[config.mk]
export PLATFORM = sky130hd
export DESIGN_NAME = axi_mem_arbiter_flat
export DESIGN_NICKNAME = d
export VERILOG_FILES = /design/src/rtl/axi_mem_arbiter_pkg.sv /design/src/rtl/axi_mem_arbiter_if.sv /design/src/rtl/axi_mem_arbiter.sv /design/src/flat_wrapper.sv
export SDC_FILE = /design/constraint.sdc
export NUM_CORES = 1
export LEC_CHECK = 0
export ABC_AREA = 1
export CAP_MARGIN = 25
export CORE_AREA = 4 4 216 218
export CTS_BUF_LIST = sky130_fd_sc_hd__clkbuf_4 sky130_fd_sc_hd__clkbuf_8
export CTS_CLUSTER_DIAMETER = 50
export DETAILED_ROUTE_END_ITERATION = 10
export DIE_AREA = 0 0 220 222
export GPL_TIMING_DRIVEN = 0
export PLACE_DENSITY_LB_ADDON = 0.15
export SLEW_MARGIN = 20
export SYNTH_ARGS = -nofsm -noshare
export SYNTH_HDL_FRONTEND = slang
export SYNTH_SLANG_ARGS = --single-unit
[constraint.sdc]
create_clock -name clk -period 4.4 [get_ports clk]
set_input_delay 0.88 -clock clk [delete_from_list [all_inputs] [get_ports clk]]
set_output_delay 0.88 -clock clk [all_outputs]
set_load 0.02 [all_outputs]
[src/rtl/axi_mem_arbiter_pkg.sv]
// Shared types and defaults for the IF/MEM arbiter in front of the AXI bridge.
package axi_mem_arbiter_pkg;

    localparam int ADDR_W_DEF = 64;
    localparam int DATA_W_DEF = 64;
    localparam int LEN_W_DEF  = 8;

    localparam logic [1:0] RESP_OKAY = 2'b00;

    typedef enum logic [1:0] {
        SIZE_1B = 2'b00,
        SIZE_2B = 2'b01,
        SIZE_4B = 2'b10,
        SIZE_8B = 2'b11
    } size_t;

    typedef enum logic [2:0] {
        S_IDLE,
        S_IF_AR,
        S_IF_R,
        S_MEM_AR,
        S_MEM_R,
        S_MEM_W
    } state_t;

endpackage

[src/rtl/axi_mem_arbiter_if.sv]
// Requester and bridge-side signal bundle; slave = arbiter, master = surroundings.
interface axi_mem_arbiter_if #(
    parameter int ADDR_W = axi_mem_arbiter_pkg::ADDR_W_DEF,
    parameter int DATA_W = axi_mem_arbiter_pkg::DATA_W_DEF,
    parameter int LEN_W  = axi_mem_arbiter_pkg::LEN_W_DEF
);
    logic              if_req_valid;
    logic [ADDR_W-1:0] if_req_addr;
    logic [LEN_W-1:0]  if_req_len;
    logic [1:0]        if_req_size;
    logic              if_req_ready;
    logic              if_resp_valid;
    logic [DATA_W-1:0] if_resp_data;
    logic              if_resp_last;
    logic              if_resp_err;

    logic              mem_req_valid;
    logic              mem_req_wr;
    logic [ADDR_W-1:0] mem_req_addr;
    logic [LEN_W-1:0]  mem_req_len;
    logic [1:0]        mem_req_size;
    logic [DATA_W-1:0] mem_req_wdata;
    logic              mem_req_ready;
    logic              mem_resp_valid;
    logic [DATA_W-1:0] mem_resp_data;
    logic              mem_resp_last;
    logic              mem_resp_err;

    logic              bus_ar_valid;
    logic              bus_aw_valid;
    logic [ADDR_W-1:0] bus_addr;
    logic [LEN_W-1:0]  bus_len;
    logic [1:0]        bus_size;
    logic [DATA_W-1:0] bus_data;
    logic              bus_ar_ready;
    logic              bus_r_valid;
    logic [DATA_W-1:0] bus_r_data;
    logic [1:0]        bus_resp;
    logic              bus_aw_ready;

    modport slave (
        input  if_req_valid, if_req_addr, if_req_len, if_req_size,
        output if_req_ready, if_resp_valid, if_resp_data, if_resp_last, if_resp_err,
        input  mem_req_valid, mem_req_wr, mem_req_addr, mem_req_len, mem_req_size, mem_req_wdata,
        output mem_req_ready, mem_resp_valid, mem_resp_data, mem_resp_last, mem_resp_err,
        output bus_ar_valid, bus_aw_valid, bus_addr, bus_len, bus_size, bus_data,
        input  bus_ar_ready, bus_r_valid, bus_r_data, bus_resp, bus_aw_ready
    );

    modport master (
        output if_req_valid, if_req_addr, if_req_len, if_req_size,
        input  if_req_ready, if_resp_valid, if_resp_data, if_resp_last, if_resp_err,
        output mem_req_valid, mem_req_wr, mem_req_addr, mem_req_len, mem_req_size, mem_req_wdata,
        input  mem_req_ready, mem_resp_valid, mem_resp_data, mem_resp_last, mem_resp_err,
        input  bus_ar_valid, bus_aw_valid, bus_addr, bus_len, bus_size, bus_data,
        output bus_ar_ready, bus_r_valid, bus_r_data, bus_resp, bus_aw_ready
    );

endinterface

[src/rtl/axi_mem_arbiter.sv]
// Serialises IF and MEM requests onto the bridge's single cpu-side port, one
// transaction in flight, round-robin between the two requesters.
module axi_mem_arbiter
    import axi_mem_arbiter_pkg::*;
#(
    parameter int ADDR_W = ADDR_W_DEF,
    parameter int DATA_W = DATA_W_DEF,
    parameter int LEN_W  = LEN_W_DEF
) (
    input  logic             clk,
    input  logic             reset_n,
    axi_mem_arbiter_if.slave io
);

    state_t            state_q, state_d;
    logic              last_was_mem_q;
    logic [LEN_W-1:0]  beat_cnt_q;
    logic [ADDR_W-1:0] addr_q;
    logic [LEN_W-1:0]  len_q;
    logic [1:0]        size_q;
    logic [DATA_W-1:0] data_q;

    logic grant_if;
    logic grant_mem;
    logic beat_acc;
    logic beat_last;
    logic resp_err;

    assign beat_last = (beat_cnt_q == len_q);
    assign resp_err  = (io.bus_resp != RESP_OKAY);

    // NOTE: sequential state uses non-blocking assignments so every flop samples
    // pre-edge values regardless of process ordering.
    always_ff @(posedge clk or negedge reset_n) begin
        if (!reset_n) begin
            state_q <= S_IDLE;
        end else begin
            state_q <= state_d;
        end
    end

    always_comb begin
        // NOTE: every output of this block gets a default first so no path
        // through the case can leave it unassigned and infer a latch.
        state_d           = state_q;
        grant_if          = 1'b0;
        grant_mem         = 1'b0;
        beat_acc          = 1'b0;
        io.if_req_ready   = 1'b0;
        io.mem_req_ready  = 1'b0;
        io.if_resp_valid  = 1'b0;
        io.if_resp_data   = '0;
        io.if_resp_last   = 1'b0;
        io.if_resp_err    = 1'b0;
        io.mem_resp_valid = 1'b0;
        io.mem_resp_data  = '0;
        io.mem_resp_last  = 1'b0;
        io.mem_resp_err   = 1'b0;
        io.bus_ar_valid   = 1'b0;
        io.bus_aw_valid   = 1'b0;

        unique case (state_q)
            S_IDLE: begin
                // Gating with reset_n keeps the ready pulses quiet while reset is held.
                if (reset_n) begin
                    if (io.if_req_valid && (!io.mem_req_valid || last_was_mem_q)) begin
                        grant_if = 1'b1;
                        state_d  = S_IF_AR;
                    end else if (io.mem_req_valid) begin
                        grant_mem = 1'b1;
                        state_d   = io.mem_req_wr ? S_MEM_W : S_MEM_AR;
                    end
                end
                io.if_req_ready  = grant_if;
                io.mem_req_ready = grant_mem;
            end
            S_IF_AR: begin
                io.bus_ar_valid = 1'b1;
                if (io.bus_ar_ready) state_d = S_IF_R;
            end
            S_MEM_AR: begin
                io.bus_ar_valid = 1'b1;
                if (io.bus_ar_ready) state_d = S_MEM_R;
            end
            S_IF_R: begin
                if (io.bus_r_valid) begin
                    beat_acc         = 1'b1;
                    io.if_resp_valid = 1'b1;
                    io.if_resp_data  = io.bus_r_data;
                    io.if_resp_last  = beat_last;
                    io.if_resp_err   = resp_err;
                    if (beat_last) state_d = S_IDLE;
                end
            end
            S_MEM_R: begin
                if (io.bus_r_valid) begin
                    beat_acc          = 1'b1;
                    io.mem_resp_valid = 1'b1;
                    io.mem_resp_data  = io.bus_r_data;
                    io.mem_resp_last  = beat_last;
                    io.mem_resp_err   = resp_err;
                    if (beat_last) state_d = S_IDLE;
                end
            end
            S_MEM_W: begin
                io.bus_aw_valid = 1'b1;
                if (io.bus_aw_ready) begin
                    io.mem_resp_valid = 1'b1;
                    io.mem_resp_last  = 1'b1;
                    io.mem_resp_err   = resp_err;
                    state_d           = S_IDLE;
                end
            end
            default: state_d = S_IDLE;
        endcase
    end

    always_ff @(posedge clk or negedge reset_n) begin
        if (!reset_n) begin
            last_was_mem_q <= 1'b0;
            beat_cnt_q     <= '0;
            addr_q         <= '0;
            len_q          <= '0;
            size_q         <= '0;
            data_q         <= '0;
        end else if (grant_if) begin
            last_was_mem_q <= 1'b0;
            beat_cnt_q     <= '0;
            addr_q         <= io.if_req_addr;
            len_q          <= io.if_req_len;
            size_q         <= io.if_req_size;
            data_q         <= '0;
        end else if (grant_mem) begin
            last_was_mem_q <= 1'b1;
            beat_cnt_q     <= '0;
            addr_q         <= io.mem_req_addr;
            len_q          <= io.mem_req_wr ? '0 : io.mem_req_len;
            size_q         <= io.mem_req_size;
            data_q         <= io.mem_req_wdata;
        end else if (beat_acc) begin
            beat_cnt_q     <= beat_cnt_q + LEN_W'(1);
        end
    end

    assign io.bus_addr = addr_q;
    assign io.bus_len  = len_q;
    assign io.bus_size = size_q;
    assign io.bus_data = data_q;

endmodule

[src/flat_wrapper.sv]
// flat-port wrapper written by rule: the top's interface ports become plain ports
module axi_mem_arbiter_flat import axi_mem_arbiter_pkg::*;
#(
    parameter int ADDR_W = ADDR_W_DEF,
    parameter int DATA_W = DATA_W_DEF,
    parameter int LEN_W  = LEN_W_DEF
)
  (clk, reset_n, io_if_req_valid, io_if_req_addr, io_if_req_len, io_if_req_size, io_if_req_ready, io_if_resp_valid, io_if_resp_data, io_if_resp_last, io_if_resp_err, io_mem_req_valid, io_mem_req_wr, io_mem_req_addr, io_mem_req_len, io_mem_req_size, io_mem_req_wdata, io_mem_req_ready, io_mem_resp_valid, io_mem_resp_data, io_mem_resp_last, io_mem_resp_err, io_bus_ar_valid, io_bus_aw_valid, io_bus_addr, io_bus_len, io_bus_size, io_bus_data, io_bus_ar_ready, io_bus_r_valid, io_bus_r_data, io_bus_resp, io_bus_aw_ready);
  axi_mem_arbiter_if #(.ADDR_W(ADDR_W), .DATA_W(DATA_W), .LEN_W(LEN_W)) io_i ();
  input  logic clk;
  input  logic reset_n;
  input wire logic [$bits(io_i.if_req_valid)-1:0] io_if_req_valid;
  input wire logic [$bits(io_i.if_req_addr)-1:0] io_if_req_addr;
  input wire logic [$bits(io_i.if_req_len)-1:0] io_if_req_len;
  input wire logic [$bits(io_i.if_req_size)-1:0] io_if_req_size;
  output wire logic [$bits(io_i.if_req_ready)-1:0] io_if_req_ready;
  output wire logic [$bits(io_i.if_resp_valid)-1:0] io_if_resp_valid;
  output wire logic [$bits(io_i.if_resp_data)-1:0] io_if_resp_data;
  output wire logic [$bits(io_i.if_resp_last)-1:0] io_if_resp_last;
  output wire logic [$bits(io_i.if_resp_err)-1:0] io_if_resp_err;
  input wire logic [$bits(io_i.mem_req_valid)-1:0] io_mem_req_valid;
  input wire logic [$bits(io_i.mem_req_wr)-1:0] io_mem_req_wr;
  input wire logic [$bits(io_i.mem_req_addr)-1:0] io_mem_req_addr;
  input wire logic [$bits(io_i.mem_req_len)-1:0] io_mem_req_len;
  input wire logic [$bits(io_i.mem_req_size)-1:0] io_mem_req_size;
  input wire logic [$bits(io_i.mem_req_wdata)-1:0] io_mem_req_wdata;
  output wire logic [$bits(io_i.mem_req_ready)-1:0] io_mem_req_ready;
  output wire logic [$bits(io_i.mem_resp_valid)-1:0] io_mem_resp_valid;
  output wire logic [$bits(io_i.mem_resp_data)-1:0] io_mem_resp_data;
  output wire logic [$bits(io_i.mem_resp_last)-1:0] io_mem_resp_last;
  output wire logic [$bits(io_i.mem_resp_err)-1:0] io_mem_resp_err;
  output wire logic [$bits(io_i.bus_ar_valid)-1:0] io_bus_ar_valid;
  output wire logic [$bits(io_i.bus_aw_valid)-1:0] io_bus_aw_valid;
  output wire logic [$bits(io_i.bus_addr)-1:0] io_bus_addr;
  output wire logic [$bits(io_i.bus_len)-1:0] io_bus_len;
  output wire logic [$bits(io_i.bus_size)-1:0] io_bus_size;
  output wire logic [$bits(io_i.bus_data)-1:0] io_bus_data;
  input wire logic [$bits(io_i.bus_ar_ready)-1:0] io_bus_ar_ready;
  input wire logic [$bits(io_i.bus_r_valid)-1:0] io_bus_r_valid;
  input wire logic [$bits(io_i.bus_r_data)-1:0] io_bus_r_data;
  input wire logic [$bits(io_i.bus_resp)-1:0] io_bus_resp;
  input wire logic [$bits(io_i.bus_aw_ready)-1:0] io_bus_aw_ready;
  assign io_i.if_req_valid = io_if_req_valid;
  assign io_i.if_req_addr = io_if_req_addr;
  assign io_i.if_req_len = io_if_req_len;
  assign io_i.if_req_size = io_if_req_size;
  assign io_if_req_ready = io_i.if_req_ready;
  assign io_if_resp_valid = io_i.if_resp_valid;
  assign io_if_resp_data = io_i.if_resp_data;
  assign io_if_resp_last = io_i.if_resp_last;
  assign io_if_resp_err = io_i.if_resp_err;
  assign io_i.mem_req_valid = io_mem_req_valid;
  assign io_i.mem_req_wr = io_mem_req_wr;
  assign io_i.mem_req_addr = io_mem_req_addr;
  assign io_i.mem_req_len = io_mem_req_len;
  assign io_i.mem_req_size = io_mem_req_size;
  assign io_i.mem_req_wdata = io_mem_req_wdata;
  assign io_mem_req_ready = io_i.mem_req_ready;
  assign io_mem_resp_valid = io_i.mem_resp_valid;
  assign io_mem_resp_data = io_i.mem_resp_data;
  assign io_mem_resp_last = io_i.mem_resp_last;
  assign io_mem_resp_err = io_i.mem_resp_err;
  assign io_bus_ar_valid = io_i.bus_ar_valid;
  assign io_bus_aw_valid = io_i.bus_aw_valid;
  assign io_bus_addr = io_i.bus_addr;
  assign io_bus_len = io_i.bus_len;
  assign io_bus_size = io_i.bus_size;
  assign io_bus_data = io_i.bus_data;
  assign io_i.bus_ar_ready = io_bus_ar_ready;
  assign io_i.bus_r_valid = io_bus_r_valid;
  assign io_i.bus_r_data = io_bus_r_data;
  assign io_i.bus_resp = io_bus_resp;
  assign io_i.bus_aw_ready = io_bus_aw_ready;
  axi_mem_arbiter #(.ADDR_W(ADDR_W), .DATA_W(DATA_W), .LEN_W(LEN_W)) u_core (.clk(clk), .reset_n(reset_n), .io(io_i));
endmodule
==> run metrics <==
Initial Utilization=0.164; Critical path origin=io_bus_r_valid; CTS Buffer Depth=2; clk sinks=150; worst hold-check path type=input pin to asynchronous set/reset pin; CTS Buf Count=17; vias=8287; Hold Violations, Final=0; worst-path cell chain=clkdlybuf4s50_1 > nand3_1 > clkbuf_1 > buf_1 > nor2_1 > clkdlybuf4s50_1; Final ANT Viol Nets=0; final RePlAce weighted congestion=0.860; Routed WL per cell=19.0 um; Setup CP Type=input pin to output pin; Total GRT Usage=0.158; die height=222 um; Critical Path AT=3.25 ns; Tmin final=4.13 ns; power per cell area=545 nW/um^2; max-cap viol count=0; Ports=562; Cells after Synth=893; IO buf count=561; Synth Net Count=1180; Yosys warning total=0; setup bufs post-CTS=0; final std cells w/o fill=2089; commonest non-fill, non-tap cells in the layout=clkdlybuf4s50_1 (560), nor2_1 (207), dfrtp_1 (150); worst ir drop on vdd=285 uV; Cell variety after synth=33; clock skew=0.0206 ns; slowest stage delay, CP=0.57 ns; share of cells above drive strength 1=0.0633; Area growth syn-to-layout=91.7%; status=completed; CP endpoint kind=output pin; first-pass GRT wire length=56700 um; Worst-Skew Late Latency=0.54 ns; Period Utilization, post-route=0.938; Clock transition at path regs=0.09 ns; Chip Width=220 um; Cell Rows=78; Avg Inst Size Synth=8.26 um^2; sequential area share after synthesis=0.509; RSZ-0062 raised after global routing=false; worst reg2reg path startpoint=u_core.state_q[0]; total grt overflow=0; fmax=242 MHz; initial antenna violation count=3; max_slew headroom=0.512; Final Setup Violations=0; drt pass-1 iters=6; drt via density=3.97; most common cell after layout, fill and taps aside=clkdlybuf4s50_1; post-layout util=0.315; Max stage delay cell, worst path=clkdlybuf4s50_1; Startpoint Class=input pin; placed cell count=2055; number of H-tree levels=4; cts hold-fix bufs=0; Worst-Margin Slew=0.730 ns; initial DRC count=350; Slew Limit Fails=0; flops & latches, synth=150; core area=44900 um^2; die area=48800 um^2; CP required=3.52 ns; Leak Pwr=6.18 nW; CTS tree=yes; WL final=39700 um; mapped cell area=7380 um^2; vias in the first global route=8603; root buffer cell=clkbuf_8; Hold WS=0.222 ns; critical path peak fanout=10; Detailed Place HPWL=31700 um; largest net degree at the start of global routing=81; Top cell by count, worst path=clkdlybuf4s50_1; # DRC=0; Final Net Count=1761
==> final timing paths <==
path / endpoint / slack (ns) / depth (start not counted)
hold reg to reg: u_core.io.bus_addr[0] / 0.49 / 2
setup / recovery: io_mem_resp_data[27] / 0.27 / 6
setup reg to reg: u_core.io.bus_len[2] / 2.47 / 10
min in group clk: u_core.io.bus_addr[0] / 0.49 / 2
max in group asynchronous: u_core.state_q[1] / 3.36 / 2
hold / removal: u_core.io.bus_data[37] / 0.22 / 1
==> report_power, final <==
group / internal, W / switching [W]
clock network: 0.000439 / 0.000611
logic: 0.00199 / 0.00230
registers: 0.00199 / 0.000381
total: 0.00441 / 0.00329
==> per-layer routing <==
metal  track usage  wire length, um  vias up
met5             0               12        -
met4        0.0614              934        2
met3        0.0532             3210       43
met2         0.284            20200      334
met1         0.169            15300     3853
li1              -                -     4055
==> repair_timing <==
action,4_1_cts,5_1_grt
endpoints found under the setup margin,1,0
gates resized for setup,1,0
endpoints found under the hold margin,0,0
==> cells in the mapped netlist <==
cell / n / share of area
nand2_1: 123 / 0.063
xnor2_1: 1 / 0.0012
buf_6: 10 / 0.015
nor4_1: 2 / 0.0017
nand4_4: 1 / 0.0029
a21oi_2: 3 / 0.0036
nand2_4: 1 / 0.0015
o21ai_0: 77 / 0.052
xor2_1: 3 / 0.0036
o31ai_1: 1 / 0.0010
dfrtp_1: 150 / 0.51
buf_1: 3 / 0.0015
nor2_4: 1 / 0.0015
ha_1: 1 / 0.0017
o21ai_1: 57 / 0.039
nand3_1: 26 / 0.018
clkinv_2: 1 / 0.00068
nand2_2: 1 / 0.00085
nand3_4: 1 / 0.0024
or2_2: 1 / 0.00085
inv_2: 3 / 0.0015
clkbuf_1: 11 / 0.0056
nor2_1: 207 / 0.11
buf_2: 20 / 0.014
a21oi_1: 9 / 0.0061
buf_4: 15 / 0.015
nor3_1: 2 / 0.0014
a22o_1: 64 / 0.076
nor3b_1: 1 / 0.0010
o211ai_1: 5 / 0.0051
nand4_1: 1 / 0.00085
inv_1: 88 / 0.045
o21ai_2: 3 / 0.0036
==> flip-flops by register name, summed over array words and instances, names as in the netlist <==
| signal | flops |
|---|---|
| u_core.io.bus_addr | 64 |
| u_core.io.bus_data | 64 |
| u_core.beat_cnt_q | 8 |
| u_core.io.bus_len | 8 |
| u_core.state_q | 3 |
| u_core.io.bus_size | 2 |
| u_core.last_was_mem_q | 1 |
==> layout make-up <==
class	count	area, um^2
Clock buffer	22	284
Sequential cell	150	3750
Timing Repair Buffer	562	5650
Clock inverter	9	71.3
Fill cell	4784	30700
Antenna cell	3	7.51
Tap cell	600	751
Multi-Input combinational cell	592	2900
Buffer	59	378
Inverter	92	347
==> per-stage QoR <==
stage,TNS (ns),total power (W),area (um^2),setup WS [ns]
floorplan,0,0.00440,7380,1.52
global placement,-1522.33,0.00676,13700,-6.14
detailed placement,-0.0243,0.00675,13800,-0.0243
CTS,0,0.00789,14100,0.123
global route,0,0.00823,14100,0.0202
finish,0,0.00771,14100,0.272
==> cells by family (layout without fill, tap and decap cells) <==
kind of cell             after synthesis  in the layout  synth area share
adder cells (fa/ha/maj)                1              1           0.00170
buffers and inverters                151            744            0.0982
AO/OA/AOI/OAI                        219            219             0.186
flip-flops                           150            150             0.509
AND/OR/NAND/NOR                      368            368             0.200
other                                  0              3                 0
XOR/XNOR                               4              4           0.00475
==> critical path, delay by kind of cell <==
kind                   cells  cell delay [ns]
buffers and inverters      4             2.10
AND/OR/NAND/NOR            2             0.26
Power figures use the tool's default switching activity.
